--- src/rtl/wash_phase_scheduler_if.sv ---
// Front-panel inputs and control/display outputs of the wash phase scheduler.
interface wash_phase_scheduler_if;
   logic       tick;
   logic       start_pause;
   logic [2:0] mode;
   logic [1:0] weight;
   logic [3:0] phase;
   logic       running;
   logic       paused;
   logic       valve_in;
   logic       valve_out;
   logic       motor;
   logic       buzzer;
   logic [7:0] phase_left;
   logic [7:0] total_left;

   // Panel/testbench side drives the inputs.
   modport master (
      output tick, start_pause, mode, weight,
      input  phase, running, paused, valve_in, valve_out, motor, buzzer,
             phase_left, total_left
   );

   // Scheduler side.
   modport slave (
      input  tick, start_pause, mode, weight,
      output phase, running, paused, valve_in, valve_out, motor, buzzer,
             phase_left, total_left
   );
endinterface

--- src/rtl/wash_phase_scheduler.sv ---
// Sequences one wash program (fill/wash/drain, fill/rinse/drain, spin) on a 1 s tick.
module wash_phase_scheduler #(
   parameter int unsigned FILL_UNIT  = 2,
   parameter int unsigned DRAIN_UNIT = 2,
   parameter int unsigned WASH_T     = 9,
   parameter int unsigned RINSE_T    = 6,
   parameter int unsigned SPIN_T     = 6,
   parameter int unsigned BUZZ_T     = 3
) (
   input logic                    clk,
   input logic                    rst,
   wash_phase_scheduler_if.slave  bus
);

   localparam int unsigned CW = 8;

   localparam logic [CW-1:0] FILL_U  = CW'(FILL_UNIT);
   localparam logic [CW-1:0] DRAIN_U = CW'(DRAIN_UNIT);
   localparam logic [CW-1:0] WASH_D  = CW'(WASH_T);
   localparam logic [CW-1:0] RINSE_D = CW'(RINSE_T);
   localparam logic [CW-1:0] SPIN_D  = CW'(SPIN_T);
   localparam logic [CW-1:0] BUZZ_D  = CW'(BUZZ_T);

   typedef enum logic [3:0] {
      IDLE    = 4'd0,
      FILL_W  = 4'd1,
      WASH    = 4'd2,
      DRAIN_W = 4'd3,
      FILL_R  = 4'd4,
      RINSE   = 4'd5,
      DRAIN_R = 4'd6,
      SPIN    = 4'd7,
      DONE    = 4'd8
   } phase_e;

   phase_e        phase_q, phase_d;
   logic          paused_q, paused_d;
   logic [2:0]    mode_q, mode_d;
   logic [1:0]    weight_q, weight_d;
   logic [CW-1:0] phase_left_q, phase_left_d;
   logic [CW-1:0] total_left_q, total_left_d;
   logic          running_q, running_d;
   logic          valve_in_q, valve_in_d;
   logic          valve_out_q, valve_out_d;
   logic          motor_q, motor_d;
   logic          buzzer_q, buzzer_d;

   function automatic logic mode_valid(input logic [2:0] m);
      return (m != 3'b000) && (m != 3'b101);
   endfunction

   // Phases 1..3 belong to the wash group, 4..6 to rinse, 7 to spin.
   function automatic logic phase_enabled(input int i, input logic [2:0] m);
      if (i <= 3)      return m[2];
      else if (i <= 6) return m[1];
      else             return m[0];
   endfunction

   // First enabled phase strictly after cur; DONE when none remains.
   function automatic phase_e next_phase(input phase_e cur, input logic [2:0] m);
      phase_e nxt;
      nxt = DONE;
      for (int i = 7; i >= 1; i--) begin
         if (i > int'(cur) && phase_enabled(i, m)) nxt = phase_e'(4'(i));
      end
      return nxt;
   endfunction

   function automatic logic [CW-1:0] eff_weight(input logic [1:0] w);
      return (w == 2'd0) ? CW'(1) : CW'(w);
   endfunction

   function automatic logic [CW-1:0] duration(input phase_e p, input logic [1:0] w);
      case (p)
         FILL_W, FILL_R:   return eff_weight(w) * FILL_U;
         DRAIN_W, DRAIN_R: return eff_weight(w) * DRAIN_U;
         WASH:             return WASH_D;
         RINSE:            return RINSE_D;
         SPIN:             return SPIN_D;
         DONE:             return BUZZ_D;
         default:          return '0;
      endcase
   endfunction

   function automatic logic [CW-1:0] program_len(input logic [2:0] m, input logic [1:0] w);
      logic [CW-1:0] sum;
      sum = '0;
      if (m[2]) sum = sum + duration(FILL_W, w) + WASH_D + duration(DRAIN_W, w);
      if (m[1]) sum = sum + duration(FILL_R, w) + RINSE_D + duration(DRAIN_R, w);
      if (m[0]) sum = sum + SPIN_D;
      return sum;
   endfunction

   // Next-state: start/pause has priority over tick in every state.
   always_comb begin
      phase_d      = phase_q;
      paused_d     = paused_q;
      mode_d       = mode_q;
      weight_d     = weight_q;
      phase_left_d = phase_left_q;
      total_left_d = total_left_q;

      if (phase_q == IDLE) begin
         if (bus.start_pause && mode_valid(bus.mode)) begin
            mode_d       = bus.mode;
            weight_d     = bus.weight;
            phase_d      = next_phase(IDLE, bus.mode);
            phase_left_d = duration(phase_d, bus.weight);
            total_left_d = program_len(bus.mode, bus.weight);
         end
      end else if (phase_q == DONE) begin
         if (bus.start_pause || (bus.tick && phase_left_q <= CW'(1))) begin
            phase_d      = IDLE;
            phase_left_d = '0;
            total_left_d = '0;
         end else if (bus.tick) begin
            phase_left_d = phase_left_q - CW'(1);
         end
      end else begin
         if (bus.start_pause) begin
            paused_d = !paused_q;
         end else if (bus.tick && !paused_q) begin
            total_left_d = total_left_q - CW'(1);
            if (phase_left_q > CW'(1)) begin
               phase_left_d = phase_left_q - CW'(1);
            end else begin
               phase_d      = next_phase(phase_q, mode_q);
               phase_left_d = duration(phase_d, weight_q);
            end
         end
      end

      // Outputs decoded from the next state so they leave on flops.
      running_d   = (phase_d != IDLE) && (phase_d != DONE) && !paused_d;
      valve_in_d  = !paused_d && (phase_d == FILL_W || phase_d == FILL_R);
      valve_out_d = !paused_d && (phase_d == DRAIN_W || phase_d == DRAIN_R || phase_d == SPIN);
      motor_d     = !paused_d && (phase_d == WASH || phase_d == RINSE || phase_d == SPIN);
      buzzer_d    = (phase_d == DONE);
   end

   // State and output registers with synchronous active-low reset.
   always_ff @(posedge clk) begin
      if (!rst) begin
         phase_q      <= IDLE;
         paused_q     <= 1'b0;
         mode_q       <= '0;
         weight_q     <= '0;
         phase_left_q <= '0;
         total_left_q <= '0;
         running_q    <= 1'b0;
         valve_in_q   <= 1'b0;
         valve_out_q  <= 1'b0;
         motor_q      <= 1'b0;
         buzzer_q     <= 1'b0;
      end else begin
         phase_q      <= phase_d;
         paused_q     <= paused_d;
         mode_q       <= mode_d;
         weight_q     <= weight_d;
         phase_left_q <= phase_left_d;
         total_left_q <= total_left_d;
         running_q    <= running_d;
         valve_in_q   <= valve_in_d;
         valve_out_q  <= valve_out_d;
         motor_q      <= motor_d;
         buzzer_q     <= buzzer_d;
      end
   end

   assign bus.phase      = 4'(phase_q);
   assign bus.paused     = paused_q;
   assign bus.running    = running_q;
   assign bus.valve_in   = valve_in_q;
   assign bus.valve_out  = valve_out_q;
   assign bus.motor      = motor_q;
   assign bus.buzzer     = buzzer_q;
   assign bus.phase_left = phase_left_q;
   assign bus.total_left = total_left_q;

endmodule

--- src/flat_wrapper.sv ---
// flat-port wrapper written by rule: the top's interface ports become plain ports
module wash_phase_scheduler_flat 
#(
   parameter int unsigned FILL_UNIT  = 2,
   parameter int unsigned DRAIN_UNIT = 2,
   parameter int unsigned WASH_T     = 9,
   parameter int unsigned RINSE_T    = 6,
   parameter int unsigned SPIN_T     = 6,
   parameter int unsigned BUZZ_T     = 3
)
  (clk, rst, bus_tick, bus_start_pause, bus_mode, bus_weight, bus_phase, bus_running, bus_paused, bus_valve_in, bus_valve_out, bus_motor, bus_buzzer, bus_phase_left, bus_total_left);
  wash_phase_scheduler_if bus_i ();
  input logic clk;
  input logic rst;
  input wire logic [$bits(bus_i.tick)-1:0] bus_tick;
  input wire logic [$bits(bus_i.start_pause)-1:0] bus_start_pause;
  input wire logic [$bits(bus_i.mode)-1:0] bus_mode;
  input wire logic [$bits(bus_i.weight)-1:0] bus_weight;
  output wire logic [$bits(bus_i.phase)-1:0] bus_phase;
  output wire logic [$bits(bus_i.running)-1:0] bus_running;
  output wire logic [$bits(bus_i.paused)-1:0] bus_paused;
  output wire logic [$bits(bus_i.valve_in)-1:0] bus_valve_in;
  output wire logic [$bits(bus_i.valve_out)-1:0] bus_valve_out;
  output wire logic [$bits(bus_i.motor)-1:0] bus_motor;
  output wire logic [$bits(bus_i.buzzer)-1:0] bus_buzzer;
  output wire logic [$bits(bus_i.phase_left)-1:0] bus_phase_left;
  output wire logic [$bits(bus_i.total_left)-1:0] bus_total_left;
  assign bus_i.tick = bus_tick;
  assign bus_i.start_pause = bus_start_pause;
  assign bus_i.mode = bus_mode;
  assign bus_i.weight = bus_weight;
  assign bus_phase = bus_i.phase;
  assign bus_running = bus_i.running;
  assign bus_paused = bus_i.paused;
  assign bus_valve_in = bus_i.valve_in;
  assign bus_valve_out = bus_i.valve_out;
  assign bus_motor = bus_i.motor;
  assign bus_buzzer = bus_i.buzzer;
  assign bus_phase_left = bus_i.phase_left;
  assign bus_total_left = bus_i.total_left;
  wash_phase_scheduler #(.FILL_UNIT(FILL_UNIT), .DRAIN_UNIT(DRAIN_UNIT), .WASH_T(WASH_T), .RINSE_T(RINSE_T), .SPIN_T(SPIN_T), .BUZZ_T(BUZZ_T)) u_core (.clk(clk), .rst(rst), .bus(bus_i));
endmodule
--- config.mk ---
export PLATFORM = sky130hd
export DESIGN_NAME = wash_phase_scheduler_flat
export DESIGN_NICKNAME = d
export VERILOG_FILES = /design/src/rtl/wash_phase_scheduler_if.sv /design/src/rtl/wash_phase_scheduler.sv /design/src/flat_wrapper.sv
export SDC_FILE = /design/constraint.sdc
export NUM_CORES = 1
export LEC_CHECK = 0
export CAP_MARGIN = 25
export CORE_UTILIZATION = 37
export CTS_CLUSTER_DIAMETER = 40
export DETAILED_ROUTE_END_ITERATION = 16
export REMOVE_ABC_BUFFERS = 1
export SETUP_SLACK_MARGIN = 0.15
export SYNTH_ARGS = -nofsm -noshare
export SYNTH_HDL_FRONTEND = slang
export SYNTH_SLANG_ARGS = --single-unit
--- constraint.sdc ---
create_clock -name clk -period 3 [get_ports clk]
set_input_delay 0.9 -clock clk [delete_from_list [all_inputs] [get_ports clk]]
set_output_delay 0.9 -clock clk [all_outputs]
set_load 0.02 [all_outputs]
* Word level (Yosys, flattened, before mapping)
Cells that the tools add are included.
** Cells by class
- Add/sub/neg operators :: 8
- $lt $le $gt $ge :: 9
- Eq/ne operators :: 31
- Muxes and demuxes :: 79
- Reduce and logical (&&, ||, !) cells :: 37
** Operators with widths (count)
- 8-bit two-way mux :: 27
- 4-bit two-way mux :: 24
- 8-bit one-hot mux with 4 select lines :: 2
- 4-bit by 3-bit == test with 1-bit output (second input constant) :: 12
- 8-bit adder :: 3
- 4-bit by 2-bit == test with 1-bit output (second input constant) :: 6
- 1-bit two-way mux :: 24
- 8-bit by 3-bit adder with 8-bit output (second input constant) :: 2
- 4-bit == test (second input constant) :: 4
- 3-bit by 4-bit > comparator with 1-bit output (first input constant) :: 4
- 1-bit logical AND :: 16
- 8-bit by 1-bit subtractor with 8-bit output (second input constant) :: 2
- 4-bit by 1-bit == test with 1-bit output (second input constant) :: 3
- 8-bit by 4-bit adder with 8-bit output (second input constant) :: 1
- 2-bit by 4-bit > comparator with 1-bit output (first input constant) :: 2
- 8-bit by 1-bit > comparator with 1-bit output (second input constant) :: 1
- 8-bit by 1-bit less-or-equal comparator with 1-bit output (second input constant) :: 1
- 4-bit AND reduction :: 2
- 4-bit OR reduction :: 2
- 1-bit logical OR :: 6
- 3-bit nonzero test :: 2
- 1-bit by 4-bit > comparator with 1-bit output (first input constant) :: 1
- 2-bit zero test :: 2
- 4-bit zero test :: 1
- 11 further kinds :: 14
** Storage, ports and cells
- Bits in registers :: 31
- Output and inout port bits :: 26
- Word-level logic and storage cells :: 175

* Depth between registers and ports, before layout
Gate-level depths: netlist of run 1.
- Depth after elaboration :: 28
- Gate-level depth with buffers :: 9
- Depth with buffers taken out :: 9

* Least setup slack after synthesis of run 1
Ideal clock, no wire load.
- Path kind :: input -> register
- From :: input bus_mode[0]
- To :: register u_core.total_left_q[0] (netlist: u_core.bus.total_left[0])
- Library setup time :: 0.116 ns
- Arrival time :: 2.330 ns
- Slack :: 0.553 ns
- Stages :: 8
- Path buffers :: 1
- Cells stage by stage :: inv_1 ha_1 mux2i_1 nand2_1 a221oi_4 buf_6 o211ai_1 o211a_1
** On the way
- Longest elaborated chain between the ends :: 5
** RTL lines
- start: declaration :: RTL line flat_wrapper.sv:17 : input wire logic [$bits(bus_i.mode)-1:0] bus_mode;
- 3-bit inequality test / 3-bit nonzero test (equally long branches) :: RTL line wash_phase_scheduler.sv:49 : return (m != 3'b000) && (m != 3'b101);
- 1-bit logical AND :: RTL line wash_phase_scheduler.sv:49
- 1-bit logical AND :: RTL line wash_phase_scheduler.sv:104 : if (bus.start_pause && mode_valid(bus.mode)) begin
- 2-bit inequality test (no line)
- 4-bit AND reduction (no line)
- end signal: assignment :: RTL line wash_phase_scheduler.sv:161 : total_left_q <= total_left_d;
- end: declaration :: RTL line wash_phase_scheduler.sv:41 : logic [CW-1:0] total_left_q, total_left_d;
Several ways; a longest one is shown, not always the timed one. The select of a mux whose other input is x is not followed.
A chain may end at the register's enable or synchronous reset.

* Worst setup path in the final report of run 1
- From :: input bus_mode[0]
- To :: register u_core.total_left_q[3] (netlist: u_core.bus.total_left[3])
The elaborated chain is that of the path after synthesis.

==> flow_metrics.tcl, run 1 <==
set metrics [dict create \
    critPathKind "input port to flop" \
    drt_wl_total_microns 5870 \
    tightest_slew_ns 0.576 \
    ys_ff_latch 31 \
    drtPass1Iterations 5 \
    async_flop_share_pct 0 \
    initial_core_util_pct 38.3 \
    synthTopCellsByCount "dfxtp_1 (31), nor2_1 (26), nand2_1 (24), inv_1 (13), nand3_1 (13)" \
    yosysTopAreaCell "dfxtp_1" \
    globalRouteMet2Util_pct 31.3 \
    ant_nets 0 \
    ir_drop_mv 0.324 \
    fin_skew_ns 0.00399 \
    htreeDepth 2 \
    p_leak_nw 1.14 \
    drt_iter0_markers 112 \
    top_usage_layer "met2" \
    die-area_sq_um 6440 \
    cp-end-kind "flop" \
    routabilityCongestion 0.823 \
    final_nets 344 \
    wl_per_cell_microns 14.5 \
    synthXorXnorAreaFrac_pct 3.48 \
    dpl.hpwl_microns 4450 \
    ys_warn_count 0 \
    multi_input_area_sq_um 1510 \
    worst_hold_path_type "flop to flop" \
    die_w_microns 80.3 \
    grt_max_degree 20 \
    r2r_cells 7 \
    syn_area_per_cell_sq_um 8.21 \
    syn2layout_area_growth_pct 30.5 \
    crit_path_max_fanout 16 \
    num_antenna_cells 0 \
    yosysTopAreaCellShare_pct 27.4 \
    io_buffers 34 \
    clkTransAtPathRegs_ns 0.07 \
    rr_endpoint "u_core.bus.phase_left[3]" \
    cap_violations 0 \
    antenna_found_initial 0 \
    rsz0062_at_grt "no" \
    fp-row-count 28 \
    max_freq_ghz 0.372 \
    required_ns 3.18 \
    worstHoldStart "u_core.weight_q[0]" \
    grtUsageTotal_pct 19.3 \
    dpl.cell_count 396 \
    ys.flop_type "dfxtp_1" \
    synth_compound_area_share_pct 27.1 \
    layout-drive-gt1-share_pct 16.7 \
    numCtsBuffers 5 \
    hold_end "u_core.weight_q[0]" \
    synth_area_leaders "dfxtp_1 (27%), nor2_1 (4.3%), nand2_1 (4.0%)" \
    synth_edf_count 0 \
    grt_pass1_vias 2002 \
    synth_top_family_by_area "simple AND/OR/NAND/NOR gates" \
    cts_buffer_depth 2 \
    hold_viol 0 \
    finalCritPeriodShare_pct 89.7 \
    relSlewSlack_pct 61.6 \
    hold_depth 2 \
    fillerInstances 557 \
    synthSimpleGateAreaFrac_pct 28.9 \
    synthMuxAreaShare_pct 3.15 \
    io_pins 35 \
    clk_latency_ns 0.29 \
    syn_inst 276 \
    rrSetupSlack_ns 0.82 \
    die_h_microns 80.3 \
    clkSinkCount 31 \
    met1_usage_pct 26.0 \
    layout.area.seq_sq_um 621 \
    ys_seq_area_share_pct 27.4 \
    total_power_mw 2.04 \
    vias 2228 \
    power-per-cell-area_nw_per_um2 688 \
    instances_no_fill 404 \
    grt.overflow.total 0 \
    worstReg2RegStart "u_core.bus.phase[1]" \
    use_met3_pct 4.32 \
    cts_tree "done" \
    cp.arrival_ns 2.87 \
    synth_fa_ha_area_share_pct 3.86 \
    setup_tns_ns 0 \
    cts-root-buf "clkbuf_8" \
    finalSetupViolCount 0 \
    status "finished clean" \
    synth_area_sq_um 2270 \
    drc 0 \
    grt_pass1_wl_microns 9650 \
    synth_cell_type_count 66 \
    start_kind "input port" \
    fp.coreArea_sq_um 5920 \
    min_period_ns 2.69 \
    via_per_inst 5.51 \
    yosysMostFrequentCell "dfxtp_1" \
    drv_slew 0 \
    cts_setup_buffers 0 \
]
==> routing by layer <==
layer	share of wire, %	vias to the layer above
met5	0	-
met4	0.75	0
met3	6.0	5
met2	45	67
met1	48	1039
li1	-	1117
==> metrics by stage <==
stage | cell area [sq um] | hold WS, ns | utilization (%) | setup slack, ns
floorplan | 2180 | 0.444 | - | 0.443
global placement | 2820 | 0.463 | 47.6 | 0.0562
detailed placement | 2820 | 0.465 | 47.6 | -0.0166
CTS | 2950 | 0.477 | 49.9 | 0.290
global route | 2960 | 0.490 | 50.0 | 0.181
finish | 2960 | 0.476 | 50.0 | 0.310
==> flip-flops by register name (all words and copies together) (netlist names) <==
register / cells
u_core.bus.valve_in: 1
u_core.bus.paused: 1
u_core.bus.running: 1
u_core.bus.total_left: 8
u_core.weight_q: 2
u_core.bus.valve_out: 1
u_core.bus.phase: 4
u_core.bus.phase_left: 8
u_core.bus.motor: 1
u_core.bus.buzzer: 1
u_core.mode_q: 3
==> how the worst max path moves through the flow <==
| stage | start | endpoint | slack, ns | cells after the start |
|---|---|---|---|---|
| 6_report | bus_mode[0] | u_core.bus.total_left[3] | 0.31 | 10 |
| 5_1_grt | bus_mode[0] | u_core.bus.total_left[3] | 0.18 | 10 |
| 4_1_cts | bus_mode[0] | u_core.bus.total_left[3] | 0.29 | 10 |
| 3_5_place_dp | bus_mode[0] | u_core.bus.total_left[3] | -0.02 | 10 |
| 3_3_place_gp | bus_mode[0] | u_core.bus.total_left[5] | 0.06 | 10 |
| 2_1_floorplan | bus_mode[0] | u_core.bus.total_left[2] | 0.44 | 8 |
==> critical path, stage by stage <==
cell and delay (ns):
clkdlybuf4s50_1 0.52, inv_1 0.07, ha_1 0.22, mux2i_2 0.19, nand2_1 0.14, a221oi_4 0.33, buf_12 0.17, o21ai_1 0.07
a22oi_1 0.19, nor2b_1 0.06
==> cells in the final DEF, fill, tap and decap left out, types with 7 or more instances in the layout <==
master           Yosys  routed
nor3_1               7       7
nor2b_1             11      11
nand3_1             13      13
dfxtp_1             31      31
a21oi_1              7       7
o21ai_1              7       7
nand2_1             24      24
nor2_1              26      26
clkdlybuf4s50_1      0      34
inv_1               13      13
o21ai_0             12      12
buf_4                2      25
ha_1                 7       7
==> cell families after synthesis <==
logic type               count (synthesis)
buffers and inverters                   28
multiplexers                             7
AND/OR/NAND/NOR                        115
XOR/XNOR                                 9
adder cells (fa/ha/maj)                  7
AO/OA/AOI/OAI                           79
flip-flops                              31
==> where the power goes <==
part	internal, mW	switching [mW]	total [mW]	leakage [nW]
clock network	0.331	0.175	0.506	0.0644
registers	0.477	0.0873	0.565	0.253
logic	0.440	0.525	0.965	0.824
==> repair_timing <==
action                     CTS  global route
hold buffers                 0             0
resized for setup            0             1
setup endpoints to repair    0             3
==> final cells by class <==
class	count	area share (%)
clock inverter	3	2.28
inverter	13	1.65
tap	75	3.17
multi-input combinational	217	51.1
sequential	31	21.0
clock buffer	5	2.33
timing repair buffer	60	18.5
Power figures use the tool's default switching activity.
==> run 2, diff against run 1 <==
- PLACE_DENSITY_LB_ADDON: not set -> 0.05
==> run 2 against run 1 <==
  * Routed wire length is 1.8% higher
  * Power down 6.3%
  * Highest routed layer unchanged
  * Global-route usage increased by 0.93 points
==> flow_metrics.tcl, run 2 (same netlist as run 1, synthesis figures left out) <==
set metrics [dict create \
    status "finished clean" \
    cp-end-kind "flop" \
    crit_chain "clkdlybuf4s50_1, mux2i_1, inv_1, ha_1, nand2_1, nor3_1, xor2_1, a32o_1, a22oi_1, nor2b_1" \
    critPathKind "input port to flop" \
    drv_slew 0 \
    rsz0062_at_grt "no" \
    final_nets 346 \
    drt_iter0_markers 87 \
    io_buffers 34 \
    required_ns 3.18 \
    cts-root-buf "clkbuf_8" \
    min_period_ns 2.71 \
    numCtsBuffers 5 \
    initial_core_util_pct 38.3 \
    total_power_mw 1.91 \
    via_per_inst 5.35 \
    place_area_sq_um 2830 \
    ant_nets 0 \
    htreeDepth 2 \
    syn2layout_area_growth_pct 29.6 \
    antenna_found_initial 0 \
    critical-path-top-delay-family "buffers and inverters" \
    clkTransAtPathRegs_ns 0.07 \
    fp.coreArea_sq_um 5920 \
    slowest_stage "clkdlybuf4s50_1" \
    fin_skew_ns 0.00945 \
    vias 2172 \
    drt_wl_total_microns 5980 \
    start_kind "input port" \
    crit_path_max_fanout 5 \
    io_pins 35 \
    cp_slowest_stage_delay_ns 0.53 \
    die_w_microns 80.3 \
    dpl.hpwl_microns 4520 \
    grtUsageTotal_pct 20.3 \
    setup_tns_ns 0 \
    die-area_sq_um 6440 \
    cap_violations 0 \
    wl_per_cell_microns 14.7 \
    tightest_slew_ns 0.646 \
    path_buf_inv 2 \
    num_antenna_cells 0 \
    instances_no_fill 406 \
    max_freq_ghz 0.370 \
    relSlewSlack_pct 56.6 \
    final_common_cell "clkdlybuf4s50_1" \
    cts_tree "done" \
    grt_pass1_wl_microns 9980 \
    grt_pass1_vias 2059 \
    worst_hold_path_type "flop to flop" \
    grt_max_degree 28 \
    die_h_microns 80.3 \
    power-per-cell-area_nw_per_um2 649 \
    rrSetupSlack_ns 0.86 \
    drc 0 \
    routabilityCongestion 0.797 \
    hold_viol 0 \
    layout_common_cells "clkdlybuf4s50_1 (34), dfxtp_1 (31), buf_4 (27)" \
    layout-drive-gt1-share_pct 17.2 \
    finalCritPeriodShare_pct 90.2 \
    cp.arrival_ns 2.89 \
    cts_buffer_depth 2 \
    drtPass1Iterations 4 \
    clk_latency_ns 0.28 \
    postCtsHoldBufs 0 \
    ir_drop_mv 0.292 \
    grt.overflow.total 0 \
    postLayoutCoreUtil_pct 49.6 \
    clkSinkCount 31 \
    fp-row-count 28 \
    fin_area_sq_um 2940 \
    dpl.cell_count 397 \
    p_leak_nw 1.14 \
    finalSetupViolCount 0 \
]
==> run 2: path summary, 6_finish.rpt <==
path | from | end | cells past startpoint
worst max register to register | u_core.bus.phase[2] | u_core.bus.valve_in | 6
worst min-delay path | u_core.bus.total_left[7] | u_core.bus.total_left[7] | 2
worst max-delay path | bus_mode[2] | u_core.bus.total_left[5] | 10
worst min register to register | u_core.bus.total_left[7] | u_core.bus.total_left[7] | 2
==> run 2: final cells by class <==
type | count | area [sq um]
Clock buffer | 8 | 100
Tap cell | 75 | 93.8
Sequential cell | 31 | 621
Inverter | 13 | 48.8
Fill cell | 611 | 2980
Timing Repair Buffer | 62 | 563
Multi-Input combinational cell | 217 | 1510
==> run 2: through the flow <==
stage / hold slack [ns] / setup WS, ns
global placement: 0.464 / 0.0165
detailed placement: 0.480 / -0.00889
CTS: 0.486 / 0.299
finish: 0.478 / 0.294
global route: 0.514 / 0.151
floorplan: 0.444 / 0.443
==> run 2: report_power, final <==
part	internal, mW	switching (mW)	leakage, nW
registers	0.478	0.0846	0.253
logic	0.447	0.526	0.835
clock network	0.209	0.162	0.0515
==> run 2: timing repair <==
item	4_1_cts	5_1_grt
endpoints found under the setup margin	0	6
setup buffers	0	1
gates resized for setup	0	3
==> run 2: worst min-delay path: cells and delay by family (launching register included) <==
family | cells | cell delay (ns)
AO/OA/AOI/OAI | 1 | 0.05
flip-flops | 1 | 0.33
AND/OR/NAND/NOR | 1 | 0.06
==> run 2: layer usage <==
metal	global-route usage, %	part of all wire, %	wire length, microns
met5	0	0	0
met4	6.43	1.0	60
met3	3.52	4.9	295
met2	32.1	45	2700
met1	27.8	49	2920
